[config.mk]
export PLATFORM = sky130hd
export DESIGN_NAME = arcade_cfg_loader_flat
export DESIGN_NICKNAME = d
export VERILOG_FILES = /design/src/rtl/arcade_cfg_pkg.sv /design/src/rtl/arcade_cfg_loader_if.sv /design/src/rtl/arcade_cfg_loader_dl_reset_seq.sv /design/src/rtl/arcade_cfg_loader.sv /design/src/flat_wrapper.sv
export SDC_FILE = /design/constraint.sdc
export NUM_CORES = 1
export LEC_CHECK = 0
export CORE_ASPECT_RATIO = 1.5
export CORE_MARGIN = 3
export CORE_UTILIZATION = 50
export DETAILED_ROUTE_END_ITERATION = 8
export HOLD_SLACK_MARGIN = 0.08
export PLACE_DENSITY = 0.84
export SLEW_MARGIN = 20
export SYNTH_ARGS = -nofsm -noshare
export SYNTH_HDL_FRONTEND = slang
export SYNTH_SLANG_ARGS = --single-unit
export TNS_END_PERCENT = 30
[constraint.sdc]
create_clock -name clk_sys -period 2.76 [get_ports clk_sys]
set_input_delay 0.414 -clock clk_sys [delete_from_list [all_inputs] [get_ports clk_sys]]
set_output_delay 0.414 -clock clk_sys [all_outputs]
set_load 0.05 [all_outputs]
[src/rtl/arcade_cfg_pkg.sv]
// Shared types and default ioctl index assignments for the arcade configuration loader.
package arcade_cfg_pkg;

  typedef enum logic [1:0] {
    IDLE = 2'd0,
    LOAD = 2'd1,
    HOLD = 2'd2
  } dl_state_t;

  localparam int ROM_IDX = 0;
  localparam int MOD_IDX = 1;
  localparam int DIP_IDX = 254;

endpackage

[src/rtl/arcade_cfg_loader_if.sv]
// hps_io ioctl download bus as seen by the arcade configuration loader.
interface arcade_cfg_loader_if #(
  parameter int ADDR_W = 25
);
  logic              ioctl_download;
  logic              ioctl_wr;
  logic [ADDR_W-1:0] ioctl_addr;
  logic [7:0]        ioctl_dout;
  logic [7:0]        ioctl_index;

  modport master (
    output ioctl_download, ioctl_wr, ioctl_addr, ioctl_dout, ioctl_index
  );

  modport slave (
    input ioctl_download, ioctl_wr, ioctl_addr, ioctl_dout, ioctl_index
  );
endinterface

[src/rtl/arcade_cfg_loader_dl_reset_seq.sv]
// ROM download tracker: holds the game core in reset while a ROM is loading
// and for HOLD_CYCLES afterwards, and until the first ROM load has completed.
module dl_reset_seq
  import arcade_cfg_pkg::*;
#(
  parameter int HOLD_CYCLES = 1024
) (
  input  logic clk,
  input  logic reset_n,
  input  logic download,
  input  logic rom_sel,
  input  logic reset_req,
  output logic rom_loaded,
  output logic rom_valid,
  output logic core_reset
);

  localparam int CW = $clog2(HOLD_CYCLES + 1);
  localparam logic [CW-1:0] HOLD_INIT = CW'(HOLD_CYCLES - 1);

  localparam logic [1:0] ST_IDLE = IDLE;
  localparam logic [1:0] ST_LOAD = LOAD;
  localparam logic [1:0] ST_HOLD = HOLD;

  logic [1:0]    state_reg, state_next;
  logic [CW-1:0] count_reg, count_next;
  logic          loaded_next;
  logic          rom_start;

  assign rom_start = download & rom_sel;

  always_comb begin
    state_next  = state_reg;
    count_next  = count_reg;
    loaded_next = 1'b0;
    case (state_reg)
      ST_IDLE: if (rom_start) state_next = ST_LOAD;
      ST_LOAD: begin
        if (!download) begin
          state_next = ST_HOLD;
          count_next = HOLD_INIT;
        end
      end
      ST_HOLD: begin
        // A new ROM download restarts the load; the pending hold is abandoned.
        if (rom_start) begin
          state_next = ST_LOAD;
        end else if (count_reg == '0) begin
          state_next  = ST_IDLE;
          loaded_next = 1'b1;
        end else begin
          count_next = count_reg - 1'b1;
        end
      end
      default: state_next = ST_IDLE;
    endcase
  end

  always_ff @(posedge clk) begin
    if (!reset_n) begin
      state_reg  <= ST_IDLE;
      count_reg  <= '0;
      rom_loaded <= 1'b0;
      rom_valid  <= 1'b0;
      core_reset <= 1'b1;
    end else begin
      state_reg  <= state_next;
      count_reg  <= count_next;
      rom_loaded <= loaded_next;
      rom_valid  <= rom_valid | loaded_next;
      core_reset <= reset_req | (state_reg != ST_IDLE) | ~rom_valid;
    end
  end

endmodule

[src/rtl/arcade_cfg_loader.sv]
// Configuration/download front end: variant decode, DIP capture, ROM write
// forwarding and core reset sequencing on top of the hps_io ioctl bus.
module arcade_cfg_loader
  import arcade_cfg_pkg::*;
#(
  parameter int         ADDR_W      = 25,
  parameter int         ROM_AW      = 16,
  parameter int         ROM_SIZE    = 65536,
  parameter int         NUM_MODS    = 18,
  parameter int         NUM_DIP     = 8,
  parameter logic [7:0] DIP_DEFAULT = 8'hFF,
  parameter int         ROM_INDEX   = ROM_IDX,
  parameter int         MOD_INDEX   = MOD_IDX,
  parameter int         DIP_INDEX   = DIP_IDX,
  parameter int         HOLD_CYCLES = 1024
) (
  input  logic                   clk_sys,
  input  logic                   reset_n,
  arcade_cfg_loader_if.slave     ioctl,
  input  logic                   reset_req,
  output logic [NUM_MODS-1:0]    mod_onehot,
  output logic                   mod_err,
  output logic [NUM_DIP*8-1:0]   dip_flat,
  output logic                   rom_wr,
  output logic [ROM_AW-1:0]      rom_addr,
  output logic [7:0]             rom_data,
  output logic                   rom_loaded,
  output logic                   rom_valid,
  output logic                   core_reset
);

  localparam logic [ADDR_W:0] ROM_LIMIT = (ADDR_W + 1)'(ROM_SIZE);

  logic block_reg;
  logic live;
  logic wr_ok;
  logic sel_rom, sel_mod, sel_dip;
  logic rom_hit;

  // After a reset that lands mid-download, everything is ignored until the
  // download strobe drops, so a half-finished transfer cannot leak through.
  always_ff @(posedge clk_sys) begin
    if (!reset_n) begin
      block_reg <= 1'b1;
    end else if (!ioctl.ioctl_download) begin
      block_reg <= 1'b0;
    end
  end

  assign live    = ~(block_reg & ioctl.ioctl_download);
  assign wr_ok   = live & ioctl.ioctl_wr;
  assign sel_rom = (ioctl.ioctl_index == 8'(ROM_INDEX));
  assign sel_mod = (ioctl.ioctl_index == 8'(MOD_INDEX));
  assign sel_dip = (ioctl.ioctl_index == 8'(DIP_INDEX));

  logic [7:0]          mod_raw_reg;
  logic [NUM_MODS-1:0] mod_hit;

  for (genvar gi = 0; gi < NUM_MODS; gi++) begin : g_mod
    assign mod_hit[gi] = (32'(mod_raw_reg) == gi);
  end

  always_ff @(posedge clk_sys) begin
    if (!reset_n) begin
      mod_raw_reg <= '0;
      mod_onehot  <= NUM_MODS'(1);
      mod_err     <= 1'b0;
    end else begin
      if (wr_ok && sel_mod && ioctl.ioctl_addr == '0) begin
        mod_raw_reg <= ioctl.ioctl_dout;
      end
      // Out-of-range variants fall back to the base game in bit 0.
      mod_onehot <= mod_hit | NUM_MODS'(~|mod_hit);
      mod_err    <= ~|mod_hit;
    end
  end

  for (genvar gi = 0; gi < NUM_DIP; gi++) begin : g_dip
    logic [7:0] byte_reg;
    always_ff @(posedge clk_sys) begin
      if (!reset_n) begin
        byte_reg <= DIP_DEFAULT;
      end else if (wr_ok && sel_dip && ioctl.ioctl_addr == ADDR_W'(gi)) begin
        byte_reg <= ioctl.ioctl_dout;
      end
    end
    assign dip_flat[gi*8 +: 8] = byte_reg;
  end

  assign rom_hit = wr_ok & sel_rom & ({1'b0, ioctl.ioctl_addr} < ROM_LIMIT);

  always_ff @(posedge clk_sys) begin
    if (!reset_n) begin
      rom_wr   <= 1'b0;
      rom_addr <= '0;
      rom_data <= '0;
    end else begin
      rom_wr <= rom_hit;
      if (rom_hit) begin
        rom_addr <= ioctl.ioctl_addr[ROM_AW-1:0];
        rom_data <= ioctl.ioctl_dout;
      end
    end
  end

  dl_reset_seq #(
    .HOLD_CYCLES(HOLD_CYCLES)
  ) u_seq (
    .clk        (clk_sys),
    .reset_n    (reset_n),
    .download   (ioctl.ioctl_download & live),
    .rom_sel    (sel_rom),
    .reset_req  (reset_req),
    .rom_loaded (rom_loaded),
    .rom_valid  (rom_valid),
    .core_reset (core_reset)
  );

endmodule

[src/flat_wrapper.sv]
// flat-port wrapper written by rule: the top's interface ports become plain ports
module arcade_cfg_loader_flat import arcade_cfg_pkg::*;
#(
  parameter int         ADDR_W      = 25,
  parameter int         ROM_AW      = 16,
  parameter int         ROM_SIZE    = 65536,
  parameter int         NUM_MODS    = 18,
  parameter int         NUM_DIP     = 8,
  parameter logic [7:0] DIP_DEFAULT = 8'hFF,
  parameter int         ROM_INDEX   = ROM_IDX,
  parameter int         MOD_INDEX   = MOD_IDX,
  parameter int         DIP_INDEX   = DIP_IDX,
  parameter int         HOLD_CYCLES = 1024
)
  (clk_sys, reset_n, reset_req, mod_onehot, mod_err, dip_flat, rom_wr, rom_addr, rom_data, rom_loaded, rom_valid, core_reset, ioctl_ioctl_download, ioctl_ioctl_wr, ioctl_ioctl_addr, ioctl_ioctl_dout, ioctl_ioctl_index);
  arcade_cfg_loader_if #(.ADDR_W(ADDR_W)) ioctl_i ();
  input  logic clk_sys;
  input  logic reset_n;
  input  logic reset_req;
  output logic [NUM_MODS-1:0] mod_onehot;
  output logic mod_err;
  output logic [NUM_DIP*8-1:0] dip_flat;
  output logic rom_wr;
  output logic [ROM_AW-1:0] rom_addr;
  output logic [7:0] rom_data;
  output logic rom_loaded;
  output logic rom_valid;
  output logic core_reset;
  input wire logic [$bits(ioctl_i.ioctl_download)-1:0] ioctl_ioctl_download;
  input wire logic [$bits(ioctl_i.ioctl_wr)-1:0] ioctl_ioctl_wr;
  input wire logic [$bits(ioctl_i.ioctl_addr)-1:0] ioctl_ioctl_addr;
  input wire logic [$bits(ioctl_i.ioctl_dout)-1:0] ioctl_ioctl_dout;
  input wire logic [$bits(ioctl_i.ioctl_index)-1:0] ioctl_ioctl_index;
  assign ioctl_i.ioctl_download = ioctl_ioctl_download;
  assign ioctl_i.ioctl_wr = ioctl_ioctl_wr;
  assign ioctl_i.ioctl_addr = ioctl_ioctl_addr;
  assign ioctl_i.ioctl_dout = ioctl_ioctl_dout;
  assign ioctl_i.ioctl_index = ioctl_ioctl_index;
  arcade_cfg_loader #(.ADDR_W(ADDR_W), .ROM_AW(ROM_AW), .ROM_SIZE(ROM_SIZE), .NUM_MODS(NUM_MODS), .NUM_DIP(NUM_DIP), .DIP_DEFAULT(DIP_DEFAULT), .ROM_INDEX(ROM_INDEX), .MOD_INDEX(MOD_INDEX), .DIP_INDEX(DIP_INDEX), .HOLD_CYCLES(HOLD_CYCLES)) u_core (.clk_sys(clk_sys), .reset_n(reset_n), .ioctl(ioctl_i), .reset_req(reset_req), .mod_onehot(mod_onehot), .mod_err(mod_err), .dip_flat(dip_flat), .rom_wr(rom_wr), .rom_addr(rom_addr), .rom_data(rom_data), .rom_loaded(rom_loaded), .rom_valid(rom_valid), .core_reset(core_reset));
endmodule
==> flow_summary.json <==
{
  "cp.arrival_ps": 2640,
  "hold_viol": 0,
  "p_leak_uw": 0.002760,
  "ir_worst_vdd_mv": 0.4876,
  "viasPerCell": 5.584,
  "layout_common_cells": "155 x clkdlybuf4s50_1, 133 x dfxtp_1, 91 x nand2_1",
  "synth-seq-cells": 133,
  "synthesis.nets": 608,
  "nNetsFinal": 752,
  "grt_pass1_wl_mm": 22.18,
  "routed_wl_mm": 14.20,
  "insertion_delay_ps": 410,
  "root_buffer": "clkbuf_16",
  "cts_hold_buffers": 0,
  "synthTopCellsByArea": "dfxtp_1 51%, mux2i_1 7.7%, nand3_1 7.1%",
  "grt_max_degree": 59,
  "critPathTopFamily": "simple AND/OR/NAND/NOR gates",
  "layout_commonest_cell": "clkdlybuf4s50_1",
  "diodes": 0,
  "grt_antenna_before_repair": 0,
  "die_y_um": 130.7,
  "gp_congestion": 0.8491,
  "multiInputGateArea_um2": 2288,
  "cp_data_required_time_ps": 3030,
  "cts_tree": "built",
  "seqCellArea_um2": 2663,
  "netlist_area_um2": 5180,
  "post_cts_buffers": 0,
  "num_vias": 4640,
  "dieArea_um2": 11640,
  "ys_types": 48,
  "drc": 0,
  "cp-end-kind": "register",
  "synth_fa_ha_area_share_pct": 0.4831,
  "largest_register_ffs": 64,
  "setup_viol": 0,
  "hp-class": "primary input to register",
  "fill_cells": 716,
  "synth_top_cell_by_area": "dfxtp_1",
  "numCtsBuffers": 17,
  "cts_max_path_buffers": 2,
  "synth_compound_area_share_pct": 9.300,
  "drt_iter0_drc": 379,
  "setup_tns_ps": 0,
  "path_buf_inv": 1,
  "cpPeakStageDelay_ps": 590,
  "final_util_pct": 74.32,
  "synth_top_area_share_pct": 51.40,
  "cts_sinks": 133,
  "clkTransAtPathRegs_ps": 50,
  "muxShareOfSynthArea_pct": 7.729,
  "async_flop_share_pct": 0,
  "max_freq_mhz": 423.0,
  "tightest_slew_ps": 801.4,
  "cts_resized": 0,
  "fin_crit_ps": 2364,
  "yosysSeqAreaShare_pct": 51.40,
  "maxSlewHeadroom_pct": 46.21,
  "wl_per_cell_um": 17.09,
  "synth_top_family_by_area": "simple AND/OR/NAND/NOR gates",
  "htree_levels": 4,
  "path_class": "primary input to register",
  "powerDensity_nw_per_um2": 586.9,
  "io_buffers": 156,
  "dpl.hpwl_mm": 9.843,
  "start_util_pct": 52.27,
  "grt_overflow_total": 0,
  "io_pins": 157,
  "synth_edf_count": 0,
  "skew_ps": 6.811,
  "cp_max_fo": 8,
  "avgSynthCellArea_um2": 9.250,
  "placementRows": 44,
  "coreArea_um2": 9910,
  "postRouteAntennaNets": 0,
  "syn_inst": 560,
  "status": "completed",
  "slew_viol_final": 0,
  "cp_slowest_cell": "or4_4",
  "dr.pass1.iters": 5,
  "rsz0062_at_grt": "no",
  "synth_ff_type": "dfxtp_1",
  "start_kind": "primary input",
  "grt_pass1_vias": 4457,
  "synth_warnings": 0,
  "fin_crit_sh_pct": 85.65,
  "synth_xor_area_share_pct": 1.184,
  "worstPathCellList": "clkdlybuf4s50_1 > or4_4 > nor4_4 > nand4_2 > mux2i_1 > nand2_1",
  "synthSimpleGateAreaFrac_pct": 25.39,
  "total_power_uw": 4322,
  "grt_usage_pct": 24.80,
  "die_w_um": 89.11,
  "maxCapViolations": 0,
  "syn_to_final_growth_pct": 42.17,
  "drive_gt1_share_pct": 7.263
}
==> worst paths after layout <==
kind,cells past startpoint,slack [ps],start,endpoint
worst max-delay path,6,400,ioctl_ioctl_addr[6],u_core.g_dip[0].byte_reg[1]$_SDFFE_PN1P_
worst min-delay path,2,430,reset_n,u_core.g_dip[0].byte_reg[2]$_SDFFE_PN1P_
worst max register to register,4,720,u_core.u_seq.count_reg[5]$_SDFFE_PN0P_,u_core.u_seq.count_reg[3]$_SDFFE_PN0P_
worst min register to register,2,460,u_core.rom_addr[0]$_SDFFE_PN0P_,u_core.rom_addr[0]$_SDFFE_PN0P_
==> cell usage after synthesis, drive strengths merged (4+ instances only) <==
| master | number |
|---|---|
| mux2i | 40 |
| nor4 | 9 |
| nand4 | 8 |
| nor3b | 4 |
| buf | 20 |
| nand3 | 73 |
| and2 | 5 |
| inv | 5 |
| nand2 | 91 |
| nor2 | 24 |
| dfxtp | 133 |
| clkbuf | 21 |
| a21boi | 29 |
| nand3b | 6 |
| o21ai | 34 |
| nor3 | 7 |
| xor2 | 6 |
| and4 | 4 |
| nor2b | 12 |
==> routing by layer <==
layer  wire [um]  GRT usage [%]
met5           0              0
met4         421          9.553
met3         947          8.093
met2        7565          43.73
met1        5266          27.16
==> kinds of logic after synthesis <==
logic type,Yosys count
buf+inv,46
simple gates,256
xor+xnor,7
compound gates,76
flops,133
fa+ha+maj,2
mux,40
==> power breakdown <==
part | switching (uW) | internal, uW
Sequential | 0.545 | 1920
Clock | 788 | 1460
Combinational | 76.5 | 75.4
==> layout make-up <==
class | count | share of cell area [%]
Sequential cell | 133 | 36.15
Clock inverter | 9 | 1.733
Clock buffer | 22 | 6.303
Tap cell | 115 | 1.954
Multi-Input combinational cell | 381 | 31.07
Inverter | 5 | 0.2548
Timing Repair Buffer | 166 | 22.53
==> through the flow <==
step / cell area (um2) / setup slack (ps) / hold slack [ps] / std cells
final: 7365 / 396.0 / 433.9 / 831
after global routing: 7365 / 201.4 / 437.3 / 831
after CTS: 7365 / 392.3 / 421.5 / 831
after detailed placement: 6773 / -20.38 / 456.5 / 800
after global placement: 6773 / 80.91 / 446.6 / 800
after floorplan: 5180 / 741.7 / 437.4 / 560
Power figures use the tool's default switching activity.
